===== src/rtl/imu_stream_tx.sv =====
// IMU sample transmitter: buffers up to SEQ_LEN samples, then replays them
// as one framed valid/ready stream with sof/eof markers and optional gaps.
module imu_stream_tx #(
  parameter int unsigned DATA_WIDTH = 16,
  parameter int unsigned SEQ_LEN    = 16,
  parameter int unsigned GAP_W      = 8
) (
  input  logic                         clk,
  input  logic                         rst,
  input  logic                         wr_en,
  input  logic [DATA_WIDTH-1:0]        wr_data,
  output logic                         wr_full,
  output logic                         wr_overflow,
  output logic [$clog2(SEQ_LEN+1)-1:0] buf_count,
  input  logic                         start,
  input  logic [GAP_W-1:0]             gap_cycles,
  output logic [DATA_WIDTH-1:0]        imu_data,
  output logic                         valid,
  input  logic                         ready,
  output logic                         sof,
  output logic                         eof,
  output logic                         busy,
  output logic                         done,
  output logic [15:0]                  tx_count
);

  localparam int unsigned CW = $clog2(SEQ_LEN + 1);
  localparam int unsigned IW = (SEQ_LEN > 1) ? $clog2(SEQ_LEN) : 1;

  typedef enum logic [1:0] {S_IDLE, S_SEND, S_GAP, S_DONE} state_t;

  state_t                state_q, state_d;
  logic [CW-1:0]         cnt_q, cnt_d;
  logic [IW-1:0]         wr_ptr_q, wr_ptr_d;
  logic [IW-1:0]         rd_idx_q, rd_idx_d;
  logic [GAP_W-1:0]      gap_q, gap_d;
  logic [GAP_W-1:0]      gcnt_q, gcnt_d;
  logic [15:0]           tx_q, tx_d;
  logic                  ovf_q, ovf_d;
  logic                  wr_accept;
  logic [DATA_WIDTH-1:0] mem_q [SEQ_LEN];

  // Outputs decode directly from registered state, so they hold while stalled
  assign valid       = (state_q == S_SEND);
  assign imu_data    = valid ? mem_q[rd_idx_q] : '0;
  assign sof         = valid && (rd_idx_q == '0);
  assign eof         = valid && (CW'(rd_idx_q) == (cnt_q - CW'(1)));
  assign busy        = (state_q != S_IDLE);
  assign done        = (state_q == S_DONE);
  assign wr_full     = (cnt_q == CW'(SEQ_LEN));
  assign wr_overflow = ovf_q;
  assign buf_count   = cnt_q;
  assign tx_count    = tx_q;

  // Sample buffer; contents intentionally not reset
  always_ff @(posedge clk) begin
    if (!rst && wr_accept) mem_q[wr_ptr_q] <= wr_data;
  end

  // State and counter registers
  always_ff @(posedge clk) begin
    if (rst) begin
      state_q  <= S_IDLE;
      cnt_q    <= '0;
      wr_ptr_q <= '0;
      rd_idx_q <= '0;
      gap_q    <= '0;
      gcnt_q   <= '0;
      tx_q     <= '0;
      ovf_q    <= 1'b0;
    end else begin
      state_q  <= state_d;
      cnt_q    <= cnt_d;
      wr_ptr_q <= wr_ptr_d;
      rd_idx_q <= rd_idx_d;
      gap_q    <= gap_d;
      gcnt_q   <= gcnt_d;
      tx_q     <= tx_d;
      ovf_q    <= ovf_d;
    end
  end

  // Buffer load handling and frame sequencing
  always_comb begin
    state_d   = state_q;
    cnt_d     = cnt_q;
    wr_ptr_d  = wr_ptr_q;
    rd_idx_d  = rd_idx_q;
    gap_d     = gap_q;
    gcnt_d    = gcnt_q;
    tx_d      = tx_q;
    ovf_d     = 1'b0;
    wr_accept = 1'b0;

    if (wr_en) begin
      if (state_q == S_IDLE && !wr_full) begin
        wr_accept = 1'b1;
        wr_ptr_d  = wr_ptr_q + IW'(1);
        cnt_d     = cnt_q + CW'(1);
      end else begin
        ovf_d = 1'b1;
      end
    end

    unique case (state_q)
      S_IDLE: begin
        // Start decision uses the count before any same-cycle write lands
        if (start && cnt_q != '0) begin
          state_d  = S_SEND;
          rd_idx_d = '0;
          gap_d    = gap_cycles;
        end
      end
      S_SEND: begin
        if (ready) begin
          tx_d = tx_q + 16'd1;
          if (eof) begin
            state_d = S_DONE;
          end else begin
            rd_idx_d = rd_idx_q + IW'(1);
            if (gap_q != '0) begin
              state_d = S_GAP;
              gcnt_d  = gap_q;
            end
          end
        end
      end
      S_GAP: begin
        gcnt_d = gcnt_q - GAP_W'(1);
        if (gcnt_q <= GAP_W'(1)) state_d = S_SEND;
      end
      S_DONE: begin
        cnt_d    = '0;
        wr_ptr_d = '0;
        state_d  = S_IDLE;
      end
      default: state_d = S_IDLE;
    endcase
  end

endmodule


===== config.mk =====
export PLATFORM = sky130hd
export DESIGN_NAME = imu_stream_tx
export DESIGN_NICKNAME = d
export VERILOG_FILES = /design/src/rtl/imu_stream_tx.sv
export SDC_FILE = /design/constraint.sdc
export NUM_CORES = 1
export LEC_CHECK = 0
export ABC_AREA = 1
export CAP_MARGIN = 20
export CORE_ASPECT_RATIO = 0.75
export CORE_MARGIN = 5
export CORE_UTILIZATION = 54
export CTS_CLUSTER_DIAMETER = 40
export DETAILED_ROUTE_END_ITERATION = 16
export PLACE_DENSITY = 0.73
export SLEW_MARGIN = 10
export SYNTH_ARGS = -nofsm -noshare
export SYNTH_HDL_FRONTEND = slang
export SYNTH_SLANG_ARGS = --single-unit

===== constraint.sdc =====
create_clock -name clk -period 2.2 [get_ports clk]
set_clock_uncertainty 0.1 [all_clocks]
set_input_delay 0.66 -clock clk [delete_from_list [all_inputs] [get_ports clk]]
set_output_delay 0.66 -clock clk [all_outputs]
set_load 0.01 [all_outputs]

==> flow_summary_export.csv, run 1 <==
group,metric,value,unit
placed_design,portBuffers,72,
sta,relSlewSlack,54.9,%
sta,fin_crit_sh,136,%
power,p_per_area,938,nW/µm²
die,die_y,143,µm
worst_setup_path,r2r_start,"state_q[0]",
logic_synthesis,syn-num-nets,1128,
logic_synthesis,netlist.area_leader.share,60.8,%
hold_path,hold_path.class,"flop to flop",
route,avgRoutedWirePerCell,22.3,µm
layout,drive_gt1_share,24.7,%
logic_synthesis,synth.area.top_cells,"edfxtp_1, dfxtp_1, o21ai_0, nor2_1, o221ai_1",
global_route,grt_max_degree,33,
route,wirelength,35.4,mm
worst_setup_path,crit_required,1.44,ns
power,p_leak,5.94,nW
clock_tree,cts_root_buf,"clkbuf_16",
sta,rsz0062_at_grt,"yes",
sta,finalHoldViolCount,0,
logic_synthesis,synth_top_area_cell,"edfxtp_1",
hold_path,min-delay-start,"gap_q[7]",
logic_synthesis,async_flop_share,0,%
clock_tree,clk_pin_slew,0.06,ns
route,drt_iter0_drc,1272,
logic_synthesis,ys_warn_count,0,
route,vias,9642,
clock_tree,htree_levels,2,
clock_tree,cts_tree,"yes",
worst_setup_path,end_kind,"output pin",
layout,syn2layout_area_growth,30.8,%
placed_design,hpwl,19.6,mm
power,comb_power_share,20.3,%
logic_synthesis,synthFlopType,"edfxtp_1",
clock_tree,clock-sinks,308,
worst_setup_path,cp_max_fo,6,
worst_setup_path,worstSetupStartpointType,"flop",
logic_synthesis,syn_inst,1088,
route,drt.antenna.violating_nets,0,
sta,tightest_slew,0.674,ns
logic_synthesis,syn_area_per_cell,11.6,µm²
clock_tree,cts_buffers,36,
logic_synthesis,ys_seq_area_share,69.0,%
logic_synthesis,synth_most_common_cell,"edfxtp_1",
global_route,antenna_found_initial,2,
run,drv_cap,0,
worst_setup_path,critPathKind,"flop to output pin",
die,io_pins,73,
global_route,overflow,0,
route,drc,0,
power,seqPwrFrac,42.6,%
logic_synthesis,syn-cell-area,12700,µm²
sta,slew_violations,0,
worst_setup_path,crit_arrival,2.24,ns
die,start_util,54.9,%
layout,n_antenna_cell,0,
die,rows,48,
power,power.total,0.0155,W
power,p_sw,0.00427,W
status,status,"finished with violations",
logic_synthesis,yosys-top-cells-count,"edfxtp_1, nor2_1, o21ai_0",
global_route,grt_pass1_vias,9347,
power,intPower,0.0112,W
global_route,grt_pass1_wl,52.9,mm
die,die_w,187,µm
sta,fmax,334,MHz
sta,worst_slack,-0.798,ns
layout,nets,1304,
layout,final_core_util,71.7,%
power,swShare,27.6,%
clock_tree,cts_hold_buf,0,
sta,setup_tns,-11.24,ns
die,die_area,26600,µm²
power,p_clk_share,37.1,%
power,vdd_drop_max,588,µV
die,core,23100,µm²
clock_tree,clock_latency,0.50,ns
status,violations,"setup timing",
sta,layout_min_cycle_time,3.00,ns
sta,finalSetupViolCount,18,
placed_design,globalplace.congestion,0.837,
route,avgViaCountPerCell,6.07,
global_route,grt.total_usage,25.6,%
clock_tree,cts_buffer_depth,3,
logic_synthesis,ys_seq_elements,308,
route,dr.pass1.iters,7,
logic_synthesis,synth_edf_count,256,
logic_synthesis,synth_cell_type_count,39,
## state kept, by name, indices dropped and copies added, names as in the netlist, named ones only
signal,count
state_q,2
gap_q,8
mem_q,256
gcnt_q,8
wr_ptr_q,4
tx_count,16
buf_count,5
rd_idx_q,4
wr_overflow,1
## stage by stage
step           hold WS, ns  cell area, µm²  setup slack [ns]  std cells
4_1_cts              0.370           16300            -0.704       1580
3_3_place_gp         0.362           14600            -0.650       1498
6_report             0.371           16500            -0.798       1588
3_5_place_dp         0.361           14600            -0.667       1498
5_1_grt              0.384           16500            -0.834       1588
2_1_floorplan        0.343           12700            -0.134       1088
## cell type report
| type | instances | area, µm² |
|---|---|---|
| Sequential cell | 308 | 8750 |
| Fill cell | 1524 | 6520 |
| Multi-Input combinational cell | 661 | 3780 |
| Timing Repair Buffer | 198 | 2260 |
| Clock buffer | 46 | 960 |
| Tap cell | 300 | 375 |
| Inverter | 59 | 236 |
| Clock inverter | 16 | 174 |
## critical path, stage by stage (launching register included)
cell	delay [ns]
dfxtp_4	0.38
buf_12	0.14
clkinv_8	0.07
buf_8	0.13
buf_12	0.12
o21ai_1	0.09
o221ai_2	0.20
nand3_2	0.11
a21oi_2	0.28
buf_2	0.19
## timing repair
action                     CTS  global route
setup buffers               14             8
pin swaps                   70            44
resized for setup          212            69
cloned                       8             2
setup endpoints to repair   38           107
## power groups by stage
stage                     registers, W  logic, W  clock network (W)
final                          0.00660   0.00316            0.00576
after global routing           0.00662   0.00337            0.00607
after CTS                      0.00660   0.00288            0.00579
after detailed placement       0.00671   0.00248                  0
after global placement         0.00671   0.00243                  0
after floorplan                0.00671   0.00131                  0
## cell usage in the layout (no fill, tap or decap), drive strengths merged
cell type	count
o22ai	17
a21oi	58
dfxtp	52
o221ai	47
nand3	48
inv	64
clkbuf	50
o2111ai	1
xnor2	3
buf	141
and2	1
o21a	1
o21ai	160
nand3b	1
a31oi	2
edfxtp	256
dlygate4sd2	15
and3	1
nor3b	2
o211ai	17
nor2	187
a21boi	1
or2	1
clkdlybuf4s50	31
bufbuf	2
bufinv	2
nand2	83
dlymetal6s2s	5
clkinv	7
nand4	6
ha	11
xor2	3
nor3	10
clkinvlp	2
## final timing paths
check,endpoint,slack (ns),cells after the start
max,imu_data[5],-0.80,9
max reg2reg,mem_q[5][7],0.14,9
min,gap_q[7],0.37,2
min reg2reg,gap_q[7],0.37,2
## kinds of logic (layout without fill, tap and decap cells)
kind of cell | after synthesis | in the layout | share of synthesized area (%)
adders and majority gates | 11 | 11 | 1.09
and+or+nand+nor | 340 | 340 | 11.6
AOI/OAI and AO/OA | 304 | 304 | 14.0
xor gates and xnor gates | 6 | 6 | 0.415
buffers and inverters | 119 | 319 | 3.93
DFF | 308 | 308 | 69.0
## layer usage
metal / share of wire [%] / GRT usage (%)
met2: 45 / 39.5
met5: 0.062 / 0
met1: 40 / 35.7
met3: 11 / 6.65
met4: 3.0 / 9.53
Power figures use the tool's default switching activity.
==> run 2: changes to the inputs <==
MAX_ROUTING_LAYER = met4   (was unset)
REMOVE_ABC_BUFFERS = 1   (was unset)
SETUP_SLACK_MARGIN = 0.3   (was unset)
==> run 2 against run 1 <==
Against the previous run:
- the run still ends with setup timing left
- non-clock buffer count grew 21
- global-route usage is 2.5 points higher
- register-to-register slack worse by 0.10 ns
- sequential share of layout area down 2.1 points
- highest routed layer is now met4
==> flow_summary_export.csv, run 2 (same netlist as run 1, synthesis figures left out) <==
group,metric,value,unit
layout,most-common-layout-cells,"edfxtp_1, nor2_1, o21ai_0",
layout,seqCellArea,8770,µm²
run,drv_cap,0,
placed_design,portBuffers,72,
power,p_leak,6.00,nW
power,vdd_drop_max,729,µV
layout,nets,1325,
die,die_w,187,µm
route,drt_iter0_drc,1294,
worst_setup_path,cp_max_fo,7,
route,drt.antenna.violating_nets,0,
sta,setup_tns,-10.99,ns
worst_setup_path,crit_buf_inv,4,
worst_setup_path,r2r_slack,0.04,ns
placed_design,numPlacedInstances,1501,
global_route,antenna_found_initial,0,
clock_tree,cts_tree,"yes",
layout,largest_register_ffs,256,
sta,relSlewSlack,58.2,%
layout,top_register,"mem_q",
sta,rsz0062_at_grt,"yes",
sta,slew_violations,0,
placed_design,placed_cell_area,14600,µm²
layout,syn2layout_area_growth,36.5,%
worst_setup_path,slowest_delay,0.44,ns
global_route,grt_pass1_vias,9732,
worst_setup_path,crit_required,1.44,ns
die,core,23100,µm²
global_route,grt_max_degree,46,
layout,final_cells,1613,
worst_setup_path,crit_arrival,2.21,ns
worst_setup_path,cp_slowest_cell,"dfxtp_4",
placed_design,post-place-ws,-0.551,ns
status,status,"finished with violations",
clock_tree,clock-sinks,308,
status,violations,"setup timing",
die,rows,48,
placed_design,hpwl,19.7,mm
route,vias,10000,
worst_setup_path,crit_top_cell,"buf_12",
route,avgRoutedWirePerCell,23.7,µm
clock_tree,cts_buffers,36,
layout,drive_gt1_share,29.6,%
hold_path,hold_path.class,"flop to flop",
worst_setup_path,crit_chain,"buf_8 > buf_12 > buf_12 > o21ai_4 > o221ai_2 > nand3_2 > a21oi_2 > buf_2",
clock_tree,cts_root_buf,"clkbuf_16",
die,die_area,26600,µm²
clock_tree,cts_buffer_depth,3,
layout,final_common_cell,"edfxtp_1",
worst_setup_path,rr_worst_depth,11,
worst_setup_path,end_kind,"output pin",
sta,fin_crit_sh,135,%
die,start_util,54.9,%
worst_setup_path,crit_family,"buffers and inverters",
sta,finalSetupViolCount,18,
worst_setup_path,rr_endpoint,"mem_q[0][7]",
route,avgViaCountPerCell,6.22,
clock_tree,clk_pin_slew,0.07,ns
power,p_per_area,954,nW/µm²
sta,worst_slack,-0.771,ns
worst_setup_path,critPathKind,"flop to output pin",
sta,fmax,337,MHz
route,dr.pass1.iters,6,
global_route,grt_pass1_wl,56.2,mm
worst_setup_path,crit_end,"imu_data[3]",
sta,worst_hold_slack,0.369,ns
clock_tree,clock_latency,0.51,ns
global_route,grt.total_usage,28.1,%
layout,nFillCells,1355,
clock_tree,htree_levels,2,
worst_setup_path,worstSetupStartpointType,"flop",
route,wirelength,38.2,mm
placed_design,globalplace.congestion,0.845,
layout,multi_input_area,4050,µm²
layout,final_area,17300,µm²
sta,layout_min_cycle_time,2.97,ns
sta,tightest_slew,0.625,ns
global_route,overflow,0,
worst_setup_path,worst-path-stages,8,
sta,finalHoldViolCount,0,
route,drc,0,
layout,n_antenna_cell,0,
die,die_y,143,µm
worst_setup_path,r2r_start,"state_q[1]",
die,io_pins,73,
## run 2: cell types whose count changed in the layout (fill, tap and decap cells not counted), moves of 7 or more
cell,delta
buf_4,-7
nand2_1,-9
dfxtp_2,+8
buf_6,+22
dfxtp_1,-10
nor2_2,-17
nor2_4,+14
nand2_8,+8
dlygate4sd2_1,-14
clkdlybuf4s15_2,+12
buf_8,+11
o21ai_0,+10
o21ai_1,-7
## run 2: worst reg2reg max path, stage by stage (launching register included)
cell and delay (ns):
dfxtp_4 0.35, buf_6 0.11, buf_6 0.12, nor2_4 0.13
buf_6 0.12, nand2_4 0.06, nor2_4 0.18, buf_12 0.16
buf_8 0.11, nand2_8 0.07, nor2_4 0.18, buf_12 0.18
## run 2: cell type report
class,instances,area share [%]
clock buffer,41,5.45
clock inverter,25,1.85
inverter,59,1.43
multi-input combinational,661,23.5
sequential,308,50.8
tap,300,2.17
timing repair buffer,219,14.9
## run 2: repair_timing
item,in CTS,in global routing
setup buffers,26,10
gates cloned,9,1
resized for setup,332,93
pin swaps,58,59
endpoints found under the setup margin,319,326
hold buffers,0,0
## run 2: per-layer routing
layer	wire (µm)	share of wire [%]	global-route usage (%)
met5	0	0	-
met4	1620	4.2	11.2
met3	3920	10	5.37
met2	17800	47	43.1
met1	14900	39	37.6
## run 2: how the worst min path moves through the flow
| stage | cells after the start | start | endpoint |
|---|---|---|---|
| finish | 2 | tx_count[10] | tx_count[10] |
| global route | 2 | tx_count[6] | tx_count[6] |
| CTS | 2 | tx_count[10] | tx_count[10] |
| detailed placement | 2 | gap_q[1] | gap_q[1] |
| global placement | 2 | gap_q[1] | gap_q[1] |
| floorplan | 2 | gap_q[0] | gap_q[0] |
## run 2: metrics by stage
step	total power [W]	utilization (%)
2_1_floorplan	0.00792	-
6_report	0.0165	74.9
3_3_place_gp	0.00913	63.4
5_1_grt	0.0170	74.9
3_5_place_dp	0.00918	63.4
4_1_cts	0.0160	73.1
## run 2: where the power goes
part	internal (W)	leakage [nW]	switching [W]
sequential	0.00651	2.74	0.000113
clock	0.00384	0.608	0.00246
combinational	0.00150	2.66	0.00206
==> run 3: changes to the inputs <==
CORE_UTILIZATION = 57   (was 54)
PLACE_DENSITY = 0.74   (was 0.73)
clock period = 3.4 ns   (was 2.2 ns; I/O delays follow)
==> run 3 against run 2 <==
Against the previous run:
- the run now ends clean
- clock power fell by 40%
- sequential cell count unchanged
- register-to-register slack better by 1.1 ns
- worst setup slack better by 0.92 ns
- routed wire length fell by 12%
- worst hold slack worse by 0.0012 ns
- critical path depth fell by 1
==> flow_summary_export.csv, run 3 (same netlist as run 1, synthesis figures left out) <==
group,metric,value,unit
status,status,"finished, final reports clean",
die,die_w,182,µm
layout,largest_register_ffs,256,
layout,nets,1246,
clock_tree,clock-sinks,308,
sta,relSlewSlack,52.5,%
placed_design,post-place-ws,0.285,ns
layout,most-common-layout-cells,"edfxtp_1, nor2_1, o21ai_0",
placed_design,portBuffers,72,
clock_tree,clock_latency,0.49,ns
worst_setup_path,end_kind,"output pin",
worst_setup_path,crit_arrival,2.13,ns
placed_design,placed_cell_area,14100,µm²
layout,final_core_util,72.4,%
die,rows,47,
sta,slew_violations,0,
layout,drive_gt1_share,17.7,%
power,seqPwrFrac,43.8,%
sta,finalHoldViolCount,0,
worst_setup_path,critPathKind,"flop to output pin",
die,die_y,139,µm
route,wirelength,33.7,mm
clock_tree,htree_levels,2,
sta,finalSetupViolCount,0,
run,drv_cap,0,
sta,layout_min_cycle_time,3.25,ns
die,die_area,25300,µm²
route,vias,9269,
sta,fmax,308,MHz
sta,rsz0062_at_grt,"yes",
hold_path,hold_path.class,"flop to flop",
layout,final_area,15900,µm²
clock_tree,clk_pin_slew,0.06,ns
route,dr.pass1.iters,6,
global_route,overflow,0,
power,p_per_area,617,nW/µm²
die,io_pins,73,
global_route,grt_max_degree,33,
placed_design,hpwl,18.4,mm
power,vdd_drop_max,396,µV
route,drc,0,
global_route,grt_pass1_wl,51.7,mm
worst_setup_path,cp_max_fo,7,
sta,fin_crit_sh,95.5,%
clock_tree,cts_buffers,34,
power,p_leak,5.42,nW
layout,top_register,"mem_q",
worst_setup_path,worstSetupStartpointType,"flop",
power,comb_power_share,17.5,%
global_route,antenna_found_initial,0,
clock_tree,cts_buffer_depth,3,
clock_tree,cts_root_buf,"clkbuf_16",
global_route,grt_pass1_vias,9141,
placed_design,globalplace.congestion,0.842,
layout,n_antenna_cell,0,
sta,worst_slack,0.154,ns
layout,final_common_cell,"edfxtp_1",
clock_tree,cts_tree,"yes",
route,avgViaCountPerCell,6.09,
route,avgRoutedWirePerCell,22.1,µm
route,drt_iter0_drc,1227,
sta,worst_hold_slack,0.368,ns
power,intPower,0.00720,W
power,swShare,26.4,%
route,drt.antenna.violating_nets,0,
power,p_sw,0.00258,W
global_route,grt.total_usage,26.9,%
power,p_clk_share,38.7,%
layout,syn2layout_area_growth,25.5,%
sta,tightest_slew,0.711,ns
worst_setup_path,crit_required,2.28,ns
die,start_util,57.7,%
die,core,21900,µm²
run 3: cell count changes in the layout (fill, tap and decap cells not counted), moves of 12 or more:
cell and change:
buf_12 -13, buf_4 -33, buf_6 -28, buf_8 -13, clkdlybuf4s15_2 -12, clkdlybuf4s50_1 +26, dfxtp_1 +15, dfxtp_2 -13
nand2_1 +13, nor2_1 +13, nor2_4 -24
run 3: layout make-up:
class,instances,area [µm²]
timing repair buffer,142,1720
clock inverter,16,196
inverter,59,236
tap,294,368
clock buffer,43,958
multi-input combinational,661,3660
sequential,308,8740
fill,1434,6060
run 3: through the flow:
step	total power, W	cells	setup TNS, ns
2_1_floorplan	0.00512	1028	-28.12
5_1_grt	0.0102	1523	0
3_5_place_dp	0.00574	1441	0
3_3_place_gp	0.00570	1441	0
6_report	0.00979	1523	0
4_1_cts	0.00971	1520	0
run 3: routing by layer:
metal	track usage [%]	up-vias	wire (µm)	share of wire (%)
li1	-	4218	-	-
met1	36.2	4424	13700	41
met2	40.1	542	15600	46
met3	6.16	85	3290	9.8
met4	10.3	0	1060	3.1
met5	-	-	0	0
run 3: critical path, cell delays in order, from the launching register on:
cell and delay, ns:
dfxtp_4 0.44, buf_8 0.18, buf_16 0.14, o21ai_1 0.11, o221ai_2 0.25, o211ai_1 0.15
a21oi_2 0.18, buf_2 0.16
run 3: power groups by stage:
stage | Sequential [W] | Clock, W | Combinational (W)
3_5_place_dp | 0.00436 | 0 | 0.00138
3_3_place_gp | 0.00435 | 0 | 0.00135
2_1_floorplan | 0.00439 | 0 | 0.000739
5_1_grt | 0.00430 | 0.00401 | 0.00185
6_report | 0.00429 | 0.00378 | 0.00171
4_1_cts | 0.00429 | 0.00379 | 0.00163
run 3: what timing repair did:
item	in CTS	in global routing
gates cloned	12	1
pin swaps	56	36
resized for setup	135	39
endpoints found under the setup margin	19	18
buffers inserted	8	2
hold buffers	0	0
run 3: path summary, 6_finish.rpt:
path	end	slack (ns)	cells after the start	from
setup / recovery	imu_data[9]	0.15	7	flop
hold / removal	gap_q[1]	0.37	2	gap_q[1]
setup reg to reg	mem_q[3][9]	1.18	10	buf_count[1]
hold reg to reg	gap_q[1]	0.37	2	gap_q[1]
